--- src/rtl/pipeline_hazard_ctrl_if.sv ---
// Bundle of pipeline-register taps and control outputs shared between the datapath and the hazard controller.
interface pipeline_hazard_ctrl_if #(
    parameter int DATA_W = 16,
    parameter int REG_AW = 4,
    parameter int CNT_W  = 16
);
    logic              id_valid;
    logic [REG_AW-1:0] id_rs;
    logic [REG_AW-1:0] id_rt;
    logic [REG_AW-1:0] ex_rs;
    logic [REG_AW-1:0] ex_rt;
    logic [REG_AW-1:0] ex_rd;
    logic              ex_mem_read;
    logic [DATA_W-1:0] ex_rs_data;
    logic [DATA_W-1:0] ex_rt_data;
    logic [REG_AW-1:0] mem_rd;
    logic              mem_reg_write;
    logic [DATA_W-1:0] mem_data;
    logic [REG_AW-1:0] wb_rd;
    logic              wb_reg_write;
    logic [DATA_W-1:0] wb_data;
    logic              branch_taken;

    logic [1:0]        forward_a;
    logic [1:0]        forward_b;
    logic [DATA_W-1:0] alu_in_a;
    logic [DATA_W-1:0] alu_in_b;
    logic              pc_write;
    logic              if_id_write;
    logic              id_ex_bubble;
    logic              if_id_flush;
    logic [CNT_W-1:0]  stall_cnt;
    logic [CNT_W-1:0]  flush_cnt;

    modport master (
        output id_valid, id_rs, id_rt, ex_rs, ex_rt, ex_rd, ex_mem_read,
               ex_rs_data, ex_rt_data, mem_rd, mem_reg_write, mem_data,
               wb_rd, wb_reg_write, wb_data, branch_taken,
        input  forward_a, forward_b, alu_in_a, alu_in_b, pc_write,
               if_id_write, id_ex_bubble, if_id_flush, stall_cnt, flush_cnt
    );

    modport slave (
        input  id_valid, id_rs, id_rt, ex_rs, ex_rt, ex_rd, ex_mem_read,
               ex_rs_data, ex_rt_data, mem_rd, mem_reg_write, mem_data,
               wb_rd, wb_reg_write, wb_data, branch_taken,
        output forward_a, forward_b, alu_in_a, alu_in_b, pc_write,
               if_id_write, id_ex_bubble, if_id_flush, stall_cnt, flush_cnt
    );
endinterface

--- src/rtl/pipeline_hazard_ctrl.sv ---
// Hazard control for the 5-stage core: operand forwarding, load-use stall sequencing,
// taken-branch flush sequencing and saturating stall/flush performance counters.
module pipeline_hazard_ctrl #(
    parameter int DATA_W      = 16,
    parameter int REG_AW      = 4,
    parameter int ZERO_REG    = 0,
    parameter int LOAD_LAT    = 1,
    parameter int FLUSH_DEPTH = 1,
    parameter int CNT_W       = 16
) (
    input logic                   clk_i,
    input logic                   reset_n_i,
    pipeline_hazard_ctrl_if.slave bus
);
    localparam int SRW = $clog2(LOAD_LAT + 1);
    localparam int FRW = $clog2(FLUSH_DEPTH + 1);
    localparam logic [REG_AW-1:0] ZERO         = REG_AW'(ZERO_REG);
    localparam logic [SRW-1:0]    STALL_RELOAD = SRW'(LOAD_LAT - 1);
    localparam logic [FRW-1:0]    FLUSH_RELOAD = FRW'(FLUSH_DEPTH - 1);
    localparam logic [0:0]        ST_IDLE      = 1'b0;
    localparam logic [0:0]        ST_STALL     = 1'b1;

    logic [0:0]        state_q, state_d;
    logic [SRW-1:0]    stallRem_q, stallRem_d;
    logic [FRW-1:0]    flushRem_q, flushRem_d;
    logic [CNT_W-1:0]  stallCnt_q, stallCnt_d;
    logic [CNT_W-1:0]  flushCnt_q, flushCnt_d;

    logic [1:0]        fwdA, fwdB;
    logic [DATA_W-1:0] aluA, aluB;
    logic              hazard, flushActive, stallCycle, flushCycle;
    logic              pcWrite, ifIdWrite, idExBubble, ifIdFlush;

    // EX/MEM result is younger than MEM/WB, so it wins when both match.
    function automatic logic [1:0] fwdSel(input logic [REG_AW-1:0] src,
                                          input logic memWr, input logic [REG_AW-1:0] memRd,
                                          input logic wbWr, input logic [REG_AW-1:0] wbRd);
        fwdSel = 2'b00;
        if (memWr && memRd == src && memRd != ZERO)
            fwdSel = 2'b10;
        else if (wbWr && wbRd == src && wbRd != ZERO)
            fwdSel = 2'b01;
    endfunction

    always_comb begin
        fwdA = 2'b00;
        fwdB = 2'b00;
        if (reset_n_i) begin
            fwdA = fwdSel(bus.ex_rs, bus.mem_reg_write, bus.mem_rd, bus.wb_reg_write, bus.wb_rd);
            fwdB = fwdSel(bus.ex_rt, bus.mem_reg_write, bus.mem_rd, bus.wb_reg_write, bus.wb_rd);
        end
        case (fwdA)
            2'b10:   aluA = bus.mem_data;
            2'b01:   aluA = bus.wb_data;
            default: aluA = bus.ex_rs_data;
        endcase
        case (fwdB)
            2'b10:   aluB = bus.mem_data;
            2'b01:   aluB = bus.wb_data;
            default: aluB = bus.ex_rt_data;
        endcase
    end

    // A flush can only start from a branch, which also parks the stall FSM in IDLE,
    // so the flush-over-stall priority never leaves the FSM stuck in STALL.
    always_comb begin
        hazard      = bus.id_valid && bus.ex_mem_read && bus.ex_rd != ZERO &&
                      (bus.ex_rd == bus.id_rs || bus.ex_rd == bus.id_rt);
        flushActive = flushRem_q != '0;
        flushCycle  = bus.branch_taken || flushActive;
        stallCycle  = !flushCycle && ((state_q == ST_IDLE && hazard) || state_q == ST_STALL);

        pcWrite    = 1'b1;
        ifIdWrite  = 1'b1;
        idExBubble = 1'b0;
        ifIdFlush  = 1'b0;
        if (!reset_n_i) begin
            pcWrite    = 1'b0;
            ifIdWrite  = 1'b0;
            idExBubble = 1'b1;
            ifIdFlush  = 1'b1;
        end else if (flushCycle) begin
            ifIdWrite  = 1'b0;
            idExBubble = 1'b1;
            ifIdFlush  = 1'b1;
        end else if (stallCycle) begin
            pcWrite    = 1'b0;
            ifIdWrite  = 1'b0;
            idExBubble = 1'b1;
        end

        state_d    = state_q;
        stallRem_d = stallRem_q;
        flushRem_d = flushRem_q;
        if (bus.branch_taken) begin
            state_d    = ST_IDLE;
            stallRem_d = '0;
            flushRem_d = FLUSH_RELOAD;
        end else if (flushActive) begin
            flushRem_d = flushRem_q - FRW'(1);
        end else if (state_q == ST_STALL) begin
            if (stallRem_q == SRW'(1)) begin
                state_d    = ST_IDLE;
                stallRem_d = '0;
            end else begin
                stallRem_d = stallRem_q - SRW'(1);
            end
        end else if (hazard && LOAD_LAT > 1) begin
            state_d    = ST_STALL;
            stallRem_d = STALL_RELOAD;
        end

        stallCnt_d = stallCnt_q;
        flushCnt_d = flushCnt_q;
        if (stallCycle && stallCnt_q != '1)
            stallCnt_d = stallCnt_q + CNT_W'(1);
        if (flushCycle && flushCnt_q != '1)
            flushCnt_d = flushCnt_q + CNT_W'(1);
    end

    always_ff @(posedge clk_i or negedge reset_n_i) begin
        if (!reset_n_i) begin
            state_q    <= ST_IDLE;
            stallRem_q <= '0;
            flushRem_q <= '0;
            stallCnt_q <= '0;
            flushCnt_q <= '0;
        end else begin
            state_q    <= state_d;
            stallRem_q <= stallRem_d;
            flushRem_q <= flushRem_d;
            stallCnt_q <= stallCnt_d;
            flushCnt_q <= flushCnt_d;
        end
    end

    assign bus.forward_a    = fwdA;
    assign bus.forward_b    = fwdB;
    assign bus.alu_in_a     = aluA;
    assign bus.alu_in_b     = aluB;
    assign bus.pc_write     = pcWrite;
    assign bus.if_id_write  = ifIdWrite;
    assign bus.id_ex_bubble = idExBubble;
    assign bus.if_id_flush  = ifIdFlush;
    assign bus.stall_cnt    = stallCnt_q;
    assign bus.flush_cnt    = flushCnt_q;
endmodule

--- src/flat_wrapper.sv ---
// flat-port wrapper written by rule: the top's interface ports become plain ports
module pipeline_hazard_ctrl_flat 
#(
    parameter int DATA_W      = 16,
    parameter int REG_AW      = 4,
    parameter int ZERO_REG    = 0,
    parameter int LOAD_LAT    = 1,
    parameter int FLUSH_DEPTH = 1,
    parameter int CNT_W       = 16
)
  (clk_i, reset_n_i, bus_id_valid, bus_id_rs, bus_id_rt, bus_ex_rs, bus_ex_rt, bus_ex_rd, bus_ex_mem_read, bus_ex_rs_data, bus_ex_rt_data, bus_mem_rd, bus_mem_reg_write, bus_mem_data, bus_wb_rd, bus_wb_reg_write, bus_wb_data, bus_branch_taken, bus_forward_a, bus_forward_b, bus_alu_in_a, bus_alu_in_b, bus_pc_write, bus_if_id_write, bus_id_ex_bubble, bus_if_id_flush, bus_stall_cnt, bus_flush_cnt);
  pipeline_hazard_ctrl_if #(.DATA_W(DATA_W), .REG_AW(REG_AW), .CNT_W(CNT_W)) bus_i ();
  input logic clk_i;
  input logic reset_n_i;
  input wire logic [$bits(bus_i.id_valid)-1:0] bus_id_valid;
  input wire logic [$bits(bus_i.id_rs)-1:0] bus_id_rs;
  input wire logic [$bits(bus_i.id_rt)-1:0] bus_id_rt;
  input wire logic [$bits(bus_i.ex_rs)-1:0] bus_ex_rs;
  input wire logic [$bits(bus_i.ex_rt)-1:0] bus_ex_rt;
  input wire logic [$bits(bus_i.ex_rd)-1:0] bus_ex_rd;
  input wire logic [$bits(bus_i.ex_mem_read)-1:0] bus_ex_mem_read;
  input wire logic [$bits(bus_i.ex_rs_data)-1:0] bus_ex_rs_data;
  input wire logic [$bits(bus_i.ex_rt_data)-1:0] bus_ex_rt_data;
  input wire logic [$bits(bus_i.mem_rd)-1:0] bus_mem_rd;
  input wire logic [$bits(bus_i.mem_reg_write)-1:0] bus_mem_reg_write;
  input wire logic [$bits(bus_i.mem_data)-1:0] bus_mem_data;
  input wire logic [$bits(bus_i.wb_rd)-1:0] bus_wb_rd;
  input wire logic [$bits(bus_i.wb_reg_write)-1:0] bus_wb_reg_write;
  input wire logic [$bits(bus_i.wb_data)-1:0] bus_wb_data;
  input wire logic [$bits(bus_i.branch_taken)-1:0] bus_branch_taken;
  output wire logic [$bits(bus_i.forward_a)-1:0] bus_forward_a;
  output wire logic [$bits(bus_i.forward_b)-1:0] bus_forward_b;
  output wire logic [$bits(bus_i.alu_in_a)-1:0] bus_alu_in_a;
  output wire logic [$bits(bus_i.alu_in_b)-1:0] bus_alu_in_b;
  output wire logic [$bits(bus_i.pc_write)-1:0] bus_pc_write;
  output wire logic [$bits(bus_i.if_id_write)-1:0] bus_if_id_write;
  output wire logic [$bits(bus_i.id_ex_bubble)-1:0] bus_id_ex_bubble;
  output wire logic [$bits(bus_i.if_id_flush)-1:0] bus_if_id_flush;
  output wire logic [$bits(bus_i.stall_cnt)-1:0] bus_stall_cnt;
  output wire logic [$bits(bus_i.flush_cnt)-1:0] bus_flush_cnt;
  assign bus_i.id_valid = bus_id_valid;
  assign bus_i.id_rs = bus_id_rs;
  assign bus_i.id_rt = bus_id_rt;
  assign bus_i.ex_rs = bus_ex_rs;
  assign bus_i.ex_rt = bus_ex_rt;
  assign bus_i.ex_rd = bus_ex_rd;
  assign bus_i.ex_mem_read = bus_ex_mem_read;
  assign bus_i.ex_rs_data = bus_ex_rs_data;
  assign bus_i.ex_rt_data = bus_ex_rt_data;
  assign bus_i.mem_rd = bus_mem_rd;
  assign bus_i.mem_reg_write = bus_mem_reg_write;
  assign bus_i.mem_data = bus_mem_data;
  assign bus_i.wb_rd = bus_wb_rd;
  assign bus_i.wb_reg_write = bus_wb_reg_write;
  assign bus_i.wb_data = bus_wb_data;
  assign bus_i.branch_taken = bus_branch_taken;
  assign bus_forward_a = bus_i.forward_a;
  assign bus_forward_b = bus_i.forward_b;
  assign bus_alu_in_a = bus_i.alu_in_a;
  assign bus_alu_in_b = bus_i.alu_in_b;
  assign bus_pc_write = bus_i.pc_write;
  assign bus_if_id_write = bus_i.if_id_write;
  assign bus_id_ex_bubble = bus_i.id_ex_bubble;
  assign bus_if_id_flush = bus_i.if_id_flush;
  assign bus_stall_cnt = bus_i.stall_cnt;
  assign bus_flush_cnt = bus_i.flush_cnt;
  pipeline_hazard_ctrl #(.DATA_W(DATA_W), .REG_AW(REG_AW), .ZERO_REG(ZERO_REG), .LOAD_LAT(LOAD_LAT), .FLUSH_DEPTH(FLUSH_DEPTH), .CNT_W(CNT_W)) u_core (.clk_i(clk_i), .reset_n_i(reset_n_i), .bus(bus_i));
endmodule
--- config.mk ---
export PLATFORM = sky130hd
export DESIGN_NAME = pipeline_hazard_ctrl_flat
export DESIGN_NICKNAME = d
export VERILOG_FILES = /design/src/rtl/pipeline_hazard_ctrl_if.sv /design/src/rtl/pipeline_hazard_ctrl.sv /design/src/flat_wrapper.sv
export SDC_FILE = /design/constraint.sdc
export NUM_CORES = 1
export LEC_CHECK = 0
export BUFFER_PORTS_ARGS = -buffer_cell sky130_fd_sc_hd__buf_4
export CAP_MARGIN = 20
export CORE_MARGIN = 5
export CORE_UTILIZATION = 39
export CTS_CLUSTER_SIZE = 30
export DETAILED_ROUTE_END_ITERATION = 16
export GPL_TIMING_DRIVEN = 0
export PLACE_DENSITY = 0.83
export SETUP_SLACK_MARGIN = 0.02
export SLEW_MARGIN = 20
export SYNTH_ARGS = -nofsm -noshare
export SYNTH_HDL_FRONTEND = slang
export SYNTH_SLANG_ARGS = --single-unit
export TNS_END_PERCENT = 30
--- constraint.sdc ---
create_clock -name clk_i -period 1.96 [get_ports clk_i]
set_input_delay 0.196 -clock clk_i [delete_from_list [all_inputs] [get_ports clk_i]]
set_output_delay 0.196 -clock clk_i [all_outputs]
set_load 0.005 [all_outputs]
Word level (Yosys, flattened, before mapping)
Index checks and enable logic that the tools add are counted.
Widths: inputs -> output; s select.
{"block": "word_totals", "ff_bits": 35, "input_bits": 99, "out_inout_bits": 72, "word_cells": 75}
{"block": "classes", "n_addsub": 4, "n_eq_ne": 13, "mux": 28, "bitwise": 1, "reduce_logical": 24}
{"cell": "$pmux 16 s2", "count": 2}
{"cell": "$add 16x1->16 const B", "count": 2}
{"cell": "$ne 16x16->1 const B", "count": 2}
{"cell": "$eq 4x4->1", "count": 6}
{"cell": "$mux 1", "count": 22}
{"cell": "$logic_and 1x1->1", "count": 15}
{"cell": "$reduce_bool 4->1", "count": 3}
{"cell": "$mux 2", "count": 4}
{"cell": "$eq 2x1->1 const B", "count": 2}
{"cell": "$eq 2x2->1 const B", "count": 2}
{"cell": "$logic_or 1x1->1", "count": 3}
{"cell": "$ne 2x2->1 const B", "count": 1}
{"cell": "$reduce_and 2->1", "count": 1}
{"cell": "$reduce_bool 2->1", "count": 1}
{"cell": "$sub 1x1->1 const B", "count": 2}
{"cell": "$logic_not 1->1", "count": 1}
{"cell": "$not 1->1", "count": 1}

Logic depth before layout (Yosys ltp)
Gate-level depths: netlist of run 1.
{"block": "depth", "ltp_word": 9, "ltp_mapped": 10, "depth_no_buf": 8}

Least setup slack after synthesis of run 1
No wires, ideal clock.
{"block": "synth_path", "path_type": "input to output", "from": "input port bus_mem_rd[0]", "to": "output port bus_alu_in_a[0]", "arrival_time_ns": 2.206, "required_time_ns": 1.764, "slack_ns": -0.442, "cell_stages": 8, "cell_sequence": "o41ai_1 > nor2_1 > nor4_1 > ha_1 > clkbuf_1 > clkbuf_1 > a22oi_1 > o21ai_0"}
{"block": "synth_between", "elab_chain_cells": 7, "word_cells_on_any_way": 9, "cone_classes": "eq/ne: 3; mux: 3; reduce/logical: 3"}
{"element": "from (decl)", "line": "flat_wrapper.sv:24", "source": "input wire logic [$bits(bus_i.mem_rd)-1:0] bus_mem_rd;"}
{"element": "$eq 4x4->1", "line": "pipeline_hazard_ctrl.sv:39", "source": "if (memWr && memRd == src && memRd != ZERO)"}
{"element": "$logic_and 1x1->1", "line": "pipeline_hazard_ctrl.sv:39"}
{"element": "$logic_and 1x1->1 *", "line": "pipeline_hazard_ctrl.sv:39"}
{"element": "$mux 2 *", "line": "pipeline_hazard_ctrl.sv:39"}
{"element": "$mux 2 *", "line": "pipeline_hazard_ctrl.sv:48", "source": "if (reset_n_i) begin"}
{"element": "via bus_forward_a[0]", "line": "flat_wrapper.sv:31", "source": "output wire logic [$bits(bus_i.forward_a)-1:0] bus_forward_a;"}
{"element": "$eq 2x1->1 / $eq 2x2->1 (equally long branches)", "line": "pipeline_hazard_ctrl.sv:52", "source": "case (fwdA)"}
{"element": "$pmux 16 s2 *", "line": "pipeline_hazard_ctrl.sv:52"}
{"element": "to (decl)", "line": "flat_wrapper.sv:33", "source": "output wire logic [$bits(bus_i.alu_in_a)-1:0] bus_alu_in_a;"}
The timed path passes the listed nets; every way through them passes the cells marked *.

Final worst setup path of run 1
{"block": "layout_path", "from": "input port bus_mem_rd[0]", "to": "output port bus_alu_in_b[8]"}
{"block": "layout_between", "elab_chain_cells": 7, "word_cells_on_any_way": 9, "cone_classes": "eq/ne: 3; mux: 3; reduce/logical: 3"}
{"element": "$eq 4x4->1", "line": "pipeline_hazard_ctrl.sv:39"}
{"element": "$logic_and 1x1->1", "line": "pipeline_hazard_ctrl.sv:39"}
{"element": "$logic_and 1x1->1 *", "line": "pipeline_hazard_ctrl.sv:39"}
{"element": "$mux 2 *", "line": "pipeline_hazard_ctrl.sv:39"}
{"element": "$mux 2 *", "line": "pipeline_hazard_ctrl.sv:48"}
{"element": "$eq 2x1->1 / $eq 2x2->1 (equally long branches)", "line": "pipeline_hazard_ctrl.sv:57", "source": "case (fwdB)"}
{"element": "$pmux 16 s2 *", "line": "pipeline_hazard_ctrl.sv:57"}
{"element": "to (decl)", "line": "flat_wrapper.sv:34", "source": "output wire logic [$bits(bus_i.alu_in_b)-1:0] bus_alu_in_b;"}
Every way passes the cells marked *; elsewhere a longest branch is shown, timed or not.

==> flow_summary_export.csv, run 1 <==
group,metric,value,unit
critical_path,largest_fanout_on_the_critical_path,7,
timing,final_min_period_over_clock_period,1.11,
cts,cts.root.buffer_cell,"clkbuf_8",
global_route,grt_pass1_vias,3368,
final_layout,fillCellCount,501,
route,vias,3327,
job,cap_viol_max_count,0,
critical_path,path_depth,12,
pwr,power.density,484,nW/um^2
synth,async_reset_ff_frac,1.00,
global_route,grt_pass1_wl,16200,microns
critical_path,critical_path.n_buffers_inverters,5,
floorplanning,core_region_area,6720,sq um
synth,yosys_warnings,0,
timing,final_max_slew_viol_count,0,
status,outcome,"finished with violations",
route,detail_route.iter0.violations,110,
critical_path,crit_top_cell,"buf_4",
timing,max-slew-margin-rel,0.682,
critical_path,timing.critical_path.cells,"buf_8, buf_4, xnor2_1, nand4_1, nor2_2, nor4_4, buf_4, ha_4, clkbuf_16, a22oi_1, o21ai_1, buf_4",
critical_path,worst_ep_arrival_time,1.99,ns
synth,synth.distinct_cells,44,
final_layout,ratio_of_cells_with_drive_above_1_in_the_final_layout,0.543,
synth,synth.largest_area_cell,"dfrtp_1",
timing,finalWorstSetupSlack,-0.223,ns
timing,max_slew.worst_pin.slew,0.473,ns
placement,placement.setup.worst_slack,-0.715,ns
timing,minimum_clock_period,2.18,ns
synth,syn_nets,421,
cts,htree_num_levels,2,
cts,worst_setup_hold_path_clk_slew,0.07,ns
synth,syn_area,2660,sq um
route,wire_per_inst,19.1,microns
status,failing_checks,"negative setup slack",
placement,port-buffer-count,169,
cts,tritoncts,"yes",
critical_path,worstRegToRegCells,5,
cts,clockBufferDepth,2,
synth,fraction_of_the_yosys_area_taken_by_sequential_cells,0.319,
timing,whs,0.247,ns
synth,postSynthCellCount,316,
floorplanning,die_y,92.6,microns
final_layout,mostFrequentLayoutCells,"buf_4 (177), xnor2_1 (50), nand2_1 (45)",
placement,post_dp_cell_area,4070,sq um
floorplanning,rows,30,
route,drc_errors,0,
global_route,initial_antenna_violation_count,0,
final_layout,layout.nets,611,
pwr,leak,2.13,nW
final_layout,utilization,0.709,
route,wirelength,11200,microns
placement,detailedPlacementHpwl,7970,microns
critical_path,timing.critical_path.from_type,"input pin",
floorplanning,die-width,92.6,microns
final_layout,diodes,0,
synth,yosys_register_bits,34,
floorplanning,initial_utilization,0.396,
route,detail-route-antenna-nets,0,
critical_path,crit_end_element,"output pin",
critical_path,crit_slowest_cell,"a22oi_1",
timing,hold_violations,0,
timing,fin_setup_tns,-3.97,ns
synth,synth-main-ff-cell,"dfrtp_1",
critical_path,critPathTopFamily,"buffers and inverters",
global_route,grt_max_degree,35,
hold_path,hold-path-cell-count,2,
synth,synthDominantCellAreaShare,0.319,
timing,finClkSkew,0.00540,ns
critical_path,crit_type,"in2out",
final_layout,mostFrequentLayoutCell,"buf_4",
timing,max_clock_freq,458,MHz
final_layout,layout.cell_area.non_filler,4770,sq um
synth,biggest_area_contributors_in_the_synthesized_netlist,"dfrtp_1 (32%), xnor2_1 (16%), a22oi_1 (9.0%)",
placement,post-place-cells,565,
synth,synth_edf_count,0,
floorplanning,io_pins,171,
cts,cts_buffer_count,5,
route,vias_per_cell,5.68,
pwr,max_ir_drop_vdd,0.000641,V
critical_path,cp_data_required_time,1.76,ns
synth,post_synth.cell_area_avg,8.43,sq um
critical_path,timing.critical_path.slowest_cell_delay,0.23,ns
cts,cts_num_sinks,34,
timing,report.final.setup_viol,32,
floorplanning,floorplan.die_area,8580,sq um
pwr,design_power_total,2.31,mW
global_route,grtUsageTotal,0.234,
cts,clk_latency,0.29,ns
placement,gp_routability_congestion,0.901,
timing,rsz_0062_raised_after_global_routing,"yes",
global_route,grt.overflow.total,0,
hold_path,min_path_type,"in2reg",
final_layout,layout-area-overhead-vs-synth,79.0,%
route,dr.pass1.iters,4,
final_layout,finalNonFillerCells,586,
[registers in the layout (all words and copies together), names as in the netlist]
name                  count
u_core.bus.flush_cnt     16
u_core.bus.stall_cnt     16
u_core.stallRem_q         1
u_core.state_q            1
[worst paths after layout]
path	from	end	slack (ns)
min in group asynchronous	reset_n_i	u_core.bus.stall_cnt[11]	0.50
max in group asynchronous	reset_n_i	u_core.bus.stall_cnt[0]	1.27
max	bus_mem_rd[0]	bus_alu_in_b[8]	-0.22
min reg2reg	u_core.stallRem_q	u_core.state_q	0.48
max reg2reg	u_core.bus.flush_cnt[6]	u_core.bus.flush_cnt[1]	0.11
min	bus_branch_taken	u_core.stallRem_q	0.25
[cells in the mapped netlist (all sizes together), types with 4 or more instances]
master	n
a21oi	4
a22oi	32
and3	5
buf	5
clkbuf	13
dfrtp	34
ha	6
inv	11
nand2	49
nand3	12
nand4	10
nor2	9
o2111ai	5
o211ai	9
o21ai	35
xnor2	50
[cell type report]
| type | instances | area, sq um | area share |
|---|---|---|---|
| clock buffer | 5 | 68.8 | 0.0144 |
| inverter | 12 | 45.0 | 0.00945 |
| tap | 80 | 100 | 0.0210 |
| multi-input combinational | 252 | 2010 | 0.422 |
| sequential | 34 | 855 | 0.179 |
| clock inverter | 2 | 10.0 | 0.00210 |
| timing repair buffer | 187 | 1480 | 0.309 |
| buffer | 14 | 200 | 0.0420 |
[worst register-to-register path, stage by stage, from the launching register on]
cell and delay (ns):
dfrtp_1 0.42, and4_1 0.26, nand3_1 0.18, or3_4 0.45, nand2_2 0.10, mux2_2 0.33
[per-layer routing]
| metal | vias to the layer above | GRT usage | wire (microns) |
|---|---|---|---|
| met5 | - | 0 | 0 |
| met4 | 0 | 0.111 | 360 |
| met3 | 30 | 0.0609 | 882 |
| met2 | 160 | 0.433 | 5910 |
| met1 | 1606 | 0.246 | 4050 |
| li1 | 1531 | - | - |
[repair_timing]
| item | in CTS | in global routing |
|---|---|---|
| cloned | 2 | 1 |
| pin swaps | 25 | 29 |
| buffers inserted | 9 | 4 |
| hold endpoints to repair | 34 | 0 |
| setup endpoints to repair | 33 | 37 |
| hold buffers | 2 | 0 |
| gates resized for setup | 99 | 41 |
[kinds of logic after synthesis]
family,count (synthesis),share of synthesized area
muxes,2,0.00845
xor gates and xnor gates,53,0.174
and+or+nand+nor,99,0.185
buffers and inverters,30,0.0484
AOI/OAI and AO/OA,92,0.237
adders and majority gates,6,0.0282
DFF,34,0.319
[report_power, final]
group / switching, mW / internal (mW)
sequential: 0.121 / 0.799
clock: 0.245 / 0.238
combinational: 0.370 / 0.533
(Power assumes the default switching activity.)
==> run 2, diff against run 1 <==
--- a/config.mk
+++ b/config.mk
@@ -15,2 +15,3 @@
 export PLACE_DENSITY = 0.83
+export RECOVER_POWER = 25
 export SETUP_SLACK_MARGIN = 0.02
--- a/constraint.sdc
+++ b/constraint.sdc
@@ -3,2 +3,2 @@
 set_output_delay 0.196 -clock clk_i [all_outputs]
-set_load 0.005 [all_outputs]
+set_load 0.1 [all_outputs]
==> flow_summary_export.csv, run 2 (synthesis gave the netlist of run 1 again) <==
group,metric,value,unit
floorplanning,io_pins,171,
global_route,grt_max_degree,35,
critical_path,worstRegToRegCells,5,
hold_path,min_path_type,"in2reg",
final_layout,mostFrequentLayoutCells,"buf_4 (143), xnor2_1 (50), nand2_1 (39)",
cts,cts.root.buffer_cell,"clkbuf_8",
cts,worst_setup_hold_path_clk_slew,0.06,ns
timing,final_min_period_over_clock_period,1.15,
hold_path,hold-path-cell-count,2,
floorplanning,rows,30,
status,failing_checks,"negative setup slack",
timing,finClkSkew,0.00787,ns
timing,minimum_clock_period,2.26,ns
job,cap_viol_max_count,0,
timing,final_max_slew_viol_count,0,
timing,rsz_0062_raised_after_global_routing,"yes",
pwr,design_power_total,3.57,mW
critical_path,crit_type,"in2out",
final_layout,ratio_of_cells_with_drive_above_1_in_the_final_layout,0.584,
final_layout,mostFrequentLayoutCell,"buf_4",
placement,gp_routability_congestion,0.844,
global_route,grt_pass1_vias,3602,
cts,cts_buffer_count,5,
route,vias,3419,
route,wirelength,12800,microns
placement,port-buffer-count,169,
pwr,power.density,646,nW/um^2
global_route,grt.overflow.total,0,
final_layout,layout.nets,608,
critical_path,crit_end_element,"output pin",
timing,report.final.setup_viol,32,
floorplanning,die-width,92.6,microns
route,drc_errors,0,
final_layout,layout-area-overhead-vs-synth,107,%
timing,max_clock_freq,442,MHz
timing,max_slew.worst_pin.slew,0.842,ns
floorplanning,initial_utilization,0.396,
global_route,grt_pass1_wl,18900,microns
route,dr.pass1.iters,5,
critical_path,largest_fanout_on_the_critical_path,10,
route,wire_per_inst,21.9,microns
global_route,initial_antenna_violation_count,0,
critical_path,worst-r2r-setup-slack,0.04,ns
floorplanning,die_y,92.6,microns
status,outcome,"finished with violations",
final_layout,finalNonFillerCells,583,
floorplanning,floorplan.die_area,8580,sq um
cts,tritoncts,"yes",
placement,post-place-cells,565,
cts,htree_num_levels,2,
timing,max-slew-margin-rel,0.439,
cts,clockBufferDepth,2,
route,detail_route.iter0.violations,128,
pwr,max_ir_drop_vdd,0.000924,V
timing,hold_violations,0,
critical_path,worst_ep_arrival_time,2.07,ns
final_layout,diodes,0,
global_route,grtUsageTotal,0.276,
placement,post_dp_cell_area,4530,sq um
critical_path,timing.critical_path.from_type,"input pin",
final_layout,utilization,0.822,
critical_path,cp_data_required_time,1.76,ns
route,detail-route-antenna-nets,0,
timing,finalWorstSetupSlack,-0.303,ns
pwr,leak,2.34,nW
cts,cts_num_sinks,34,
floorplanning,core_region_area,6720,sq um
placement,detailedPlacementHpwl,7860,microns
route,vias_per_cell,5.86,
final_layout,layout.cell_area.non_filler,5520,sq um
final_layout,fillCellCount,355,
cts,clk_latency,0.28,ns
-- run 2: cell types whose count changed in the layout (fill, tap and decap cells not counted), moves of 4 or more --
cell	before	now
buf_12	1	33
buf_4	177	143
buf_6	8	3
clkbuf_16	3	8
nand2_1	45	39
nand2_2	4	8
o21ai_1	20	0
o21ai_2	11	2
o21ai_4	0	32
-- run 2: final timing paths --
| kind | startpoint | end |
|---|---|---|
| setup / recovery | bus_wb_rd[3] | bus_alu_in_b[2] |
| hold / removal | bus_branch_taken | u_core.stallRem_q |
| setup reg to reg | u_core.bus.stall_cnt[8] | u_core.bus.stall_cnt[1] |
| hold reg to reg | u_core.stallRem_q | u_core.state_q |
| max in group asynchronous | reset_n_i | u_core.bus.flush_cnt[10] |
| min in group asynchronous | reset_n_i | u_core.bus.stall_cnt[6] |
-- run 2: per-layer routing --
| metal | wire length, microns | GRT usage |
|---|---|---|
| met4 | 446 | 0.106 |
| met1 | 4380 | 0.294 |
| met3 | 1080 | 0.0699 |
| met5 | 0 | 0 |
| met2 | 6850 | 0.516 |
-- run 2: cell type report --
cell class,instances,area [sq um],share of cell area
well taps,80,100,0.0181
clock buffers,7,76.3,0.0138
repair buffers,183,1850,0.334
inverters,12,45.0,0.00816
flip-flops and latches,34,851,0.154
multi-input cells,252,2340,0.425
plain buffers,15,259,0.0469
-- run 2: critical path: stages --
cell and delay [ns]:
buf_8 0.10, or4_4 0.54, nand3_4 0.12, nor4_4 0.06, buf_4 0.14, ha_4 0.31
buf_8 0.15, nand2_1 0.13, o21ai_4 0.12, buf_12 0.20
-- run 2: metrics by stage --
stage / setup TNS, ns / hold WS, ns / worst slack, ns
2_1_floorplan: -47.64 / -0.0996 / -1.20
3_3_place_gp: -29.60 / 0.184 / -1.08
3_5_place_dp: -30.88 / 0.192 / -1.12
4_1_cts: -7.60 / 0.229 / -0.268
5_1_grt: -10.50 / 0.253 / -0.384
6_report: -8.31 / 0.246 / -0.303
-- run 2: report_power, final --
| group | total (mW) | internal, mW | switching, mW |
|---|---|---|---|
| Sequential | 0.909 | 0.797 | 0.112 |
| Clock | 0.481 | 0.244 | 0.237 |
| Combinational | 2.18 | 0.669 | 1.51 |
| Total | 3.57 | 1.71 | 1.86 |
-- run 2: repair_timing --
action	CTS	global route
pin swaps	43	9
buffers inserted	5	4
endpoints found under the setup margin	35	37
gates resized for setup	165	23
endpoints found under the hold margin	34	0
gates cloned	3	0
hold buffers	2	0
